--- config.mk ---
export PLATFORM = sky130hd
export DESIGN_NAME = xor2_gate
export DESIGN_NICKNAME = d
export VERILOG_FILES = /design/src/rtl/xor2_gate.sv
export SDC_FILE = /design/constraint.sdc
export NUM_CORES = 1
export LEC_CHECK = 0
export ABC_AREA = 1
export CAP_MARGIN = 20
export CORE_AREA = 2 2 39 41
export DETAILED_ROUTE_END_ITERATION = 10
export DIE_AREA = 0 0 41 43
export GPL_TIMING_DRIVEN = 0
export PLACE_DENSITY = 0.68
export REMOVE_ABC_BUFFERS = 1
export SLEW_MARGIN = 40
export SYNTH_ARGS = -nofsm -noshare
export SYNTH_HDL_FRONTEND = slang
export SYNTH_SLANG_ARGS = --single-unit
--- constraint.sdc ---
create_clock -name clk -period 1.3 [get_ports clk]
set_input_delay 0.39 -clock clk [delete_from_list [all_inputs] [get_ports clk]]
set_output_delay 0.39 -clock clk [all_outputs]
set_load 0.005 [all_outputs]
--- src/rtl/xor2_gate.sv ---
// Bitwise two-input XOR with a zero-latency combinational result and a clocked
// side path: registered result, any-bit-differs flag and a saturating difference counter.
module xor2_gate #(
    parameter int unsigned WIDTH = 1,
    parameter int unsigned CNT_W = 8
) (
    input  logic             clk,
    input  logic             rst,
    input  logic [WIDTH-1:0] a,
    input  logic [WIDTH-1:0] b,
    input  logic             en,
    output logic [WIDTH-1:0] y,
    output logic [WIDTH-1:0] y_q,
    output logic             any_q,
    output logic [CNT_W-1:0] diff_cnt
);

    localparam logic [CNT_W-1:0] CNT_MAX = '1;

    logic [WIDTH-1:0] diff_c;
    logic             any_c;

    // Combinational path stays free of clk/rst/en so it works as plain glue logic.
    assign diff_c = a ^ b;
    assign any_c  = |diff_c;
    assign y      = diff_c;

    // Clocked side path; reset wins over enable, counter sticks at all-ones.
    always_ff @(posedge clk) begin
        if (rst) begin
            y_q      <= '0;
            any_q    <= 1'b0;
            diff_cnt <= '0;
        end else if (en) begin
            y_q   <= diff_c;
            any_q <= any_c;
            if (any_c && (diff_cnt != CNT_MAX)) begin
                diff_cnt <= diff_cnt + CNT_W'(1);
            end
        end
    end

endmodule

-- Word-level counts from Yosys, hierarchy flattened
Cells that the tools add are included.
- add/subtract/negate cells: 1
- equal/unequal tests: 1
- bitwise logic cells: 1
- reductions and logical operators: 2
- operators with widths (operator ; count):
    $add 8x1->8 const B ; 1
    $ne 8x8->1 const B ; 1
    $reduce_and 2->1 ; 1
    $logic_and 1x1->1 ; 1
    $xor 1x1->1 ; 1
- register bits after elaboration: 9
- bits of input ports: 5
- output and inout bits: 11

-- Longest topological paths before layout
Gate-level depths: netlist of the first run.
- word-level depth: 3
- depth in mapped cells: 8
- mapped depth without buffers: 8

-- Worst setup path after synthesis of the first run
No wires, ideal clock.
- kind: register to register
- start point: reg diff_cnt[0]
- end point: reg diff_cnt[6]
- library setup time: 0.113 ns
- arrival time: 1.073 ns
- data required time: 1.187 ns
- setup slack: 0.114 ns
- stages on the path, launching flop included: 9
- path buffers: 0
- clock period less this slack: 1.186 ns
- cell sequence: dfxtp_1 -> ha_1 -> nand3_2 -> inv_2 -> nand2_4 -> nand3_1 -> nand2_1 -> nand2_1 -> nor2_1
- word-level cells in the longest chain between the ends: 3
- elaborated cells between the ends (all ways): 4
- RTL lines (what ; line ; RTL):
    start, declared ; 15 ; output logic [CNT_W-1:0] diff_cnt
    start signal, assigned ; 38 ; diff_cnt <= diff_cnt + CNT_W'(1);
    branches (longest 3 deep; another with $add 8x1->8) ; - ;
Several ways; the timed one is not identified.
A chain may end at the register's enable or synchronous reset.

-- Final worst setup path of the first run
- start point: reg diff_cnt[2]
- end point: out diff_cnt[2]
No word-level cell between the ends.

==> impl_metrics.py, run 1 <==
metrics = {
    "sta": {
        "fmax_ghz": 0.795,
        "hold_viol": 0,
        "timing.final.ws_setup_ns": 0.0428,
        "setup_viol": 0,
        "slew_headroom_pct": 78.7,
        "setup-tns-final_ns": 0,
        "tightestPinTransition_ns": 0.319,
        "finalCriticalPeriod_ns": 1.26,
        "min_period_over_period_pct": 96.7,
        "worst_clock_skew_ns": 0.000921,
        "holdWs_ns": 0.472,
        "finalMaxSlewViolations": 0,
        "rsz0062_at_grt": "true",
    },
    "power": {
        "cell_internal_pwr_uw": 441,
        "power_density_mw_per_mm2": 734,
        "seq_power_share_pct": 47.4,
        "p_comb_share_pct": 16.1,
        "p_leak_nw": 0.390,
        "power_uw": 598,
        "vdd_drop_max_uv": 497,
        "switching_share_pct": 26.2,
        "pwr-share-clk_pct": 36.5,
        "p_sw_uw": 157,
    },
    "placed_design": {
        "dp_hpwl_um": 753,
        "dp_slack_ns": -0.649,
        "dpl_cell_area_sq_um": 682,
        "gp_congestion": 0.792,
        "dp.cells": 108,
        "io_buffers": 15,
    },
    "clock_network": {
        "cts_made_buffers": 3,
        "hold_buffers": 0,
        "htreeDepth": 1,
        "cts_root_buf": "clkbuf_4",
        "clkTransAtPathRegs_ns": 0.06,
        "clk_latency_ns": 0.26,
        "cts_sinks": 9,
        "cts_tree": "yes",
        "cts_buffer_depth": 2,
    },
    "detailed_routing": {
        "first_pass_iters": 4,
        "ant_nets": 0,
        "drc": 0,
        "vias_per_cell": 4.86,
        "vias": 583,
        "routed_wl_um": 1340,
        "drt_iter0_markers": 16,
        "wl_per_cell_um": 11.1,
    },
    "floorplan": {
        "die_x_um": 41,
        "dieArea_sq_mm": 0.00176,
        "rows": 14,
        "core_sq_mm": 0.00138,
        "initial_core_util_pct": 37.5,
        "die_h_um": 43,
        "ioPinCount": 16,
    },
    "hold_path": {
        "hold_class": "reg -> reg",
    },
    "cells_and_area": {
        "synthToLayoutAreaGrowth_pct": 56.9,
        "layout_common_cells": "nand2_1, nor2_1, dlygate4sd2_1, inv_1, buf_4",
        "multiInputGateArea_sq_um": 340,
        "postLayoutCoreUtil_pct": 58.9,
        "n_antenna_cell": 0,
        "nets": 111,
        "seqCellArea_sq_um": 199,
        "drive_gt1_share_pct": 33.7,
        "stdcell_area_sq_um": 815,
        "layout_commonest_cell": "nand2_1",
        "fill_cells": 144,
        "stdcell_count": 120,
    },
    "global_routing": {
        "antenna_found_initial": 0,
        "grt_overflow_total": 0,
        "grt_pass1_vias": 450,
        "gr-usage-all-layers_pct": 14.9,
        "grt_max_degree": 8,
        "grt_pass1_wl_um": 1770,
    },
    "worst_setup_path": {
        "crit_arrival_ns": 0.87,
        "worstSetupPathType": "reg -> out",
        "critPathTopFamily": "flip-flops",
        "crit_path_max_fanout": 4,
        "crit_chain": "dlygate4sd2_1",
        "cp_slowest_cell": "dfxtp_4",
        "cp.required_ns": 0.91,
        "startpoint_type": "flop",
        "critPathCaptureType": "output port",
        "slowest_delay_ns": 0.35,
        "crit_buf_inv": 1,
    },
    "flow_run": {
        "drv_cap": 0,
    },
    "yosys": {
        "synth_cells": 78,
        "syn_area_sq_um": 519,
        "ys_types": 17,
        "synth_seq_cells": 9,
        "synth_warnings": 0,
        "synth_seq_area_share_pct": 34.7,
        "synth.avg_cell_area_sq_um": 6.66,
    },
    "run_status": {
        "status": "finished clean",
    },
}
==> layer usage <==
metal	part of all wire, %	GRT usage (%)
met1	41	17.3
met2	49	24.1
met3	7.7	4.71
met4	1.7	6.00
met5	0	0
==> cells by family (layout without fill, tap and decap cells) <==
group / count (synthesis) / after routing / synth area share [%]
AND/OR/NAND/NOR: 45 / 45 / 40.0
buffers and inverters: 12 / 38 / 9.40
flip-flops: 9 / 9 / 34.7
AO/OA/AOI/OAI: 8 / 8 / 8.43
XOR/XNOR: 3 / 3 / 5.06
adder cells (fa/ha/maj): 1 / 1 / 2.41
==> Yosys cell counts <==
cell type	number	area (sq um)
a21oi_2	1	8.76
ha_1	1	12.5
nand3_2	1	10.0
buf_4	1	7.51
inv_2	2	7.51
nand3_1	6	30.0
xor2_1	1	8.76
a21oi_1	5	25.0
nand2_4	2	22.5
nand2_1	23	86.3
o21ai_0	2	10.0
inv_1	9	33.8
nor2_1	11	41.3
nor2_4	1	11.3
xnor2_1	2	17.5
nand4_1	1	6.26
dfxtp_1	9	180
==> power by group through the flow <==
stage | registers (mW) | logic (mW) | clock network (mW)
CTS | 0.283 | 0.0820 | 0.224
global placement | 0.298 | 0.0775 | 0
finish | 0.283 | 0.0966 | 0.218
floorplan | 0.298 | 0.0324 | 0
detailed placement | 0.298 | 0.0782 | 0
global route | 0.284 | 0.106 | 0.241
==> what timing repair did <==
item                                    4_1_cts  5_1_grt
cloned                                        0        0
gates resized for setup                      31       14
hold endpoints to repair                      0        0
endpoints found under the setup margin       19       10
pin swaps                                     2        1
setup buffers                                 6        2
==> registers in the layout, indices dropped and copies added, names as in the netlist <==
| signal | cells |
|---|---|
| any_q | 1 |
| diff_cnt | 8 |
==> cell type report <==
type	count	share of cell area [%]
Timing Repair Buffer	23	22.4
Clock buffer	4	3.23
Tap cell	16	2.46
Inverter	11	5.68
Sequential cell	9	24.4
Multi-Input combinational cell	57	41.8
==> final timing paths <==
| check | from | end | depth (start not counted) | slack [ns] |
|---|---|---|---|---|
| max | diff_cnt[2]$_SDFFE_PP0P_ | diff_cnt[2] | 1 | 0.04 |
| max reg2reg | diff_cnt[0]$_SDFFE_PP0P_ | diff_cnt[6]$_SDFFE_PP0P_ | 9 | 0.06 |
| min | any_q$_SDFFE_PP0P_ | any_q$_SDFFE_PP0P_ | 2 | 0.47 |
| min reg2reg | any_q$_SDFFE_PP0P_ | any_q$_SDFFE_PP0P_ | 2 | 0.47 |
No activity file was read; power rests on OpenSTA's default activity.
==> inputs of run 2 (changes only) <==
Settings changed: SLEW_MARGIN 40 to 15.
==> results of run 2 <==
No change in the layout: final DEF, timing and power equal those of run 1.
==> inputs of run 3 (changes only) <==
Settings changed: SKIP_CTS_REPAIR_TIMING from default to 1.
==> impl_metrics.py, run 3 (synthesis results as in run 1) <==
metrics = {
    "power": {
        "p_leak_nw": 0.522,
        "pwr-share-clk_pct": 37.4,
        "power_density_mw_per_mm2": 727,
        "power_uw": 602,
        "cell_internal_pwr_uw": 441,
        "p_comb_share_pct": 15.5,
        "p_sw_uw": 161,
        "seq_power_share_pct": 47.0,
        "switching_share_pct": 26.8,
        "vdd_drop_max_uv": 498,
    },
    "detailed_routing": {
        "routed_wl_um": 1260,
        "drc": 0,
        "vias": 563,
        "vias_per_cell": 4.90,
        "first_pass_iters": 4,
        "ant_nets": 0,
        "drt_iter0_markers": 6,
        "wl_per_cell_um": 10.9,
    },
    "worst_setup_path": {
        "critPathCaptureType": "output port",
        "reg2reg_from": "diff_cnt[0]$_SDFFE_PP0P_",
        "crit_top_cell": "nand2_1",
        "slowest_delay_ns": 0.13,
        "ff2ff_setup_slack_ns": 0.12,
        "reg2reg_to": "diff_cnt[6]$_SDFFE_PP0P_",
        "crit_arrival_ns": 0.86,
        "worstSetupPathType": "in -> out",
        "cp_slowest_cell": "dlymetal6s2s_1",
        "crit_chain": "dlymetal6s2s_1 > nand2_1 > nand2_1 > inv_1 > clkbuf_2",
        "critPathTopFamily": "buffers and inverters",
        "worstRegToRegCells": 8,
        "crit_buf_inv": 3,
        "startpoint_type": "input port",
        "crit_path_max_fanout": 2,
        "cp.required_ns": 0.91,
    },
    "placed_design": {
        "dp.cells": 108,
        "dp_hpwl_um": 753,
        "io_buffers": 15,
        "gp_congestion": 0.792,
    },
    "clock_network": {
        "cts_buffer_depth": 2,
        "clkTransAtPathRegs_ns": 0.06,
        "cts_sinks": 9,
        "cts_tree": "yes",
        "cts_made_buffers": 3,
        "cts_root_buf": "clkbuf_4",
        "clk_latency_ns": 0.27,
        "htreeDepth": 1,
    },
    "cells_and_area": {
        "layout_commonest_cell": "nand2_1",
        "drive_gt1_share_pct": 25.3,
        "synthToLayoutAreaGrowth_pct": 59.5,
        "largest_reg_flops": 8,
        "layout_common_cells": "nand2_1, dlymetal6s2s_1, nor2_1, inv_1, dfxtp_4",
        "reg_top3": "diff_cnt: 8 flops, any_q: 1 flops",
        "n_antenna_cell": 0,
        "stdcell_count": 115,
        "nets": 106,
        "top_register": "diff_cnt",
    },
    "floorplan": {
        "rows": 14,
        "dieArea_sq_mm": 0.00176,
        "ioPinCount": 16,
        "core_sq_mm": 0.00138,
        "die_h_um": 43,
        "die_x_um": 41,
        "initial_core_util_pct": 37.5,
    },
    "sta": {
        "finalCriticalPeriod_ns": 1.25,
        "min_period_over_period_pct": 96.5,
        "hold_viol": 0,
        "setup_viol": 0,
        "tightestPinTransition_ns": 0.275,
        "worst_clock_skew_ns": 0.00299,
        "finalMaxSlewViolations": 0,
        "slew_headroom_pct": 81.6,
        "fmax_ghz": 0.797,
        "rsz0062_at_grt": "false",
    },
    "global_routing": {
        "grt_pass1_wl_um": 1660,
        "grt_pass1_vias": 420,
        "grt_overflow_total": 0,
        "grt_max_degree": 8,
        "gr-usage-all-layers_pct": 13.9,
        "antenna_found_initial": 0,
    },
    "run_status": {
        "status": "finished clean",
    },
    "hold_path": {
        "worstHoldStart": "any_q$_SDFFE_PP0P_",
        "min_to": "any_q$_SDFFE_PP0P_",
        "hold-path-cell-count": 2,
        "hold_class": "reg -> reg",
    },
    "flow_run": {
        "drv_cap": 0,
    },
}
## run 3: changes by cell type in the layout (fill, tap and decap cells not counted)
cell and delta:
dfxtp_2 -4, dfxtp_1 +1, dlygate4sd2_1 -10, buf_2 -1, a21oi_1 +2, inv_2 +1, a21oi_2 -2, clkbuf_2 -1
dfxtp_4 +3, dlymetal6s2s_1 +13, clkdlybuf4s50_1 -1, buf_4 -5, inv_4 -1
## run 3: worst reg2reg max path, cell delays in order (launching register included)
cell     delay [ns]
dfxtp_4        0.37
ha_4           0.16
nand3_4        0.08
inv_2          0.10
nand2_4        0.08
nand3_1        0.11
nand2_1        0.07
nand2_1        0.06
nor2_1         0.03
## run 3: worst max-delay path by stage
stage / to / cells past startpoint / start
floorplan: diff_cnt[6]$_SDFFE_PP0P_ / 8 / diff_cnt[0]$_SDFFE_PP0P_
global placement: y / 6 / a
detailed placement: y / 6 / a
CTS: y / 6 / a
global route: y / 6 / a
finish: y / 5 / a
## run 3: area by class of cell
cell class / instances / area (sq um)
Fill cell: 133 / 556
Sequential cell: 9 / 205
Tap cell: 16 / 20.0
Inverter: 11 / 43.8
Clock buffer: 4 / 26.3
Timing Repair Buffer: 18 / 200
Multi-Input combinational cell: 57 / 333
## run 3: power groups by stage
| stage | Sequential [mW] | Combinational, mW | Clock (mW) |
|---|---|---|---|
| after floorplan | 0.298 | 0.0324 | 0 |
| after global placement | 0.298 | 0.0775 | 0 |
| after detailed placement | 0.298 | 0.0782 | 0 |
| after CTS | 0.292 | 0.0790 | 0.224 |
| after global routing | 0.284 | 0.104 | 0.242 |
| final | 0.283 | 0.0935 | 0.225 |
## run 3: metal layers
metal,global-route usage (%),vias up,routed length (um)
met1,16.9,260,521
li1,-,284,-
met4,6.00,0,29
met5,0,-,0
met3,4.71,4,78
met2,21.3,15,627
## run 3: stage by stage
stage	setup WS, ns	TNS, ns	area [sq um]	util (%)	hold slack [ns]
finish	0.0461	0	828	59.9	0.476
global route	0.00333	0	828	59.9	0.493
CTS	-0.658	-3.88	708	51.2	0.487
detailed placement	-0.649	-3.40	682	49.3	0.478
global placement	-0.630	-3.33	682	49.3	0.469
floorplan	0.114	0	512	-	0.459
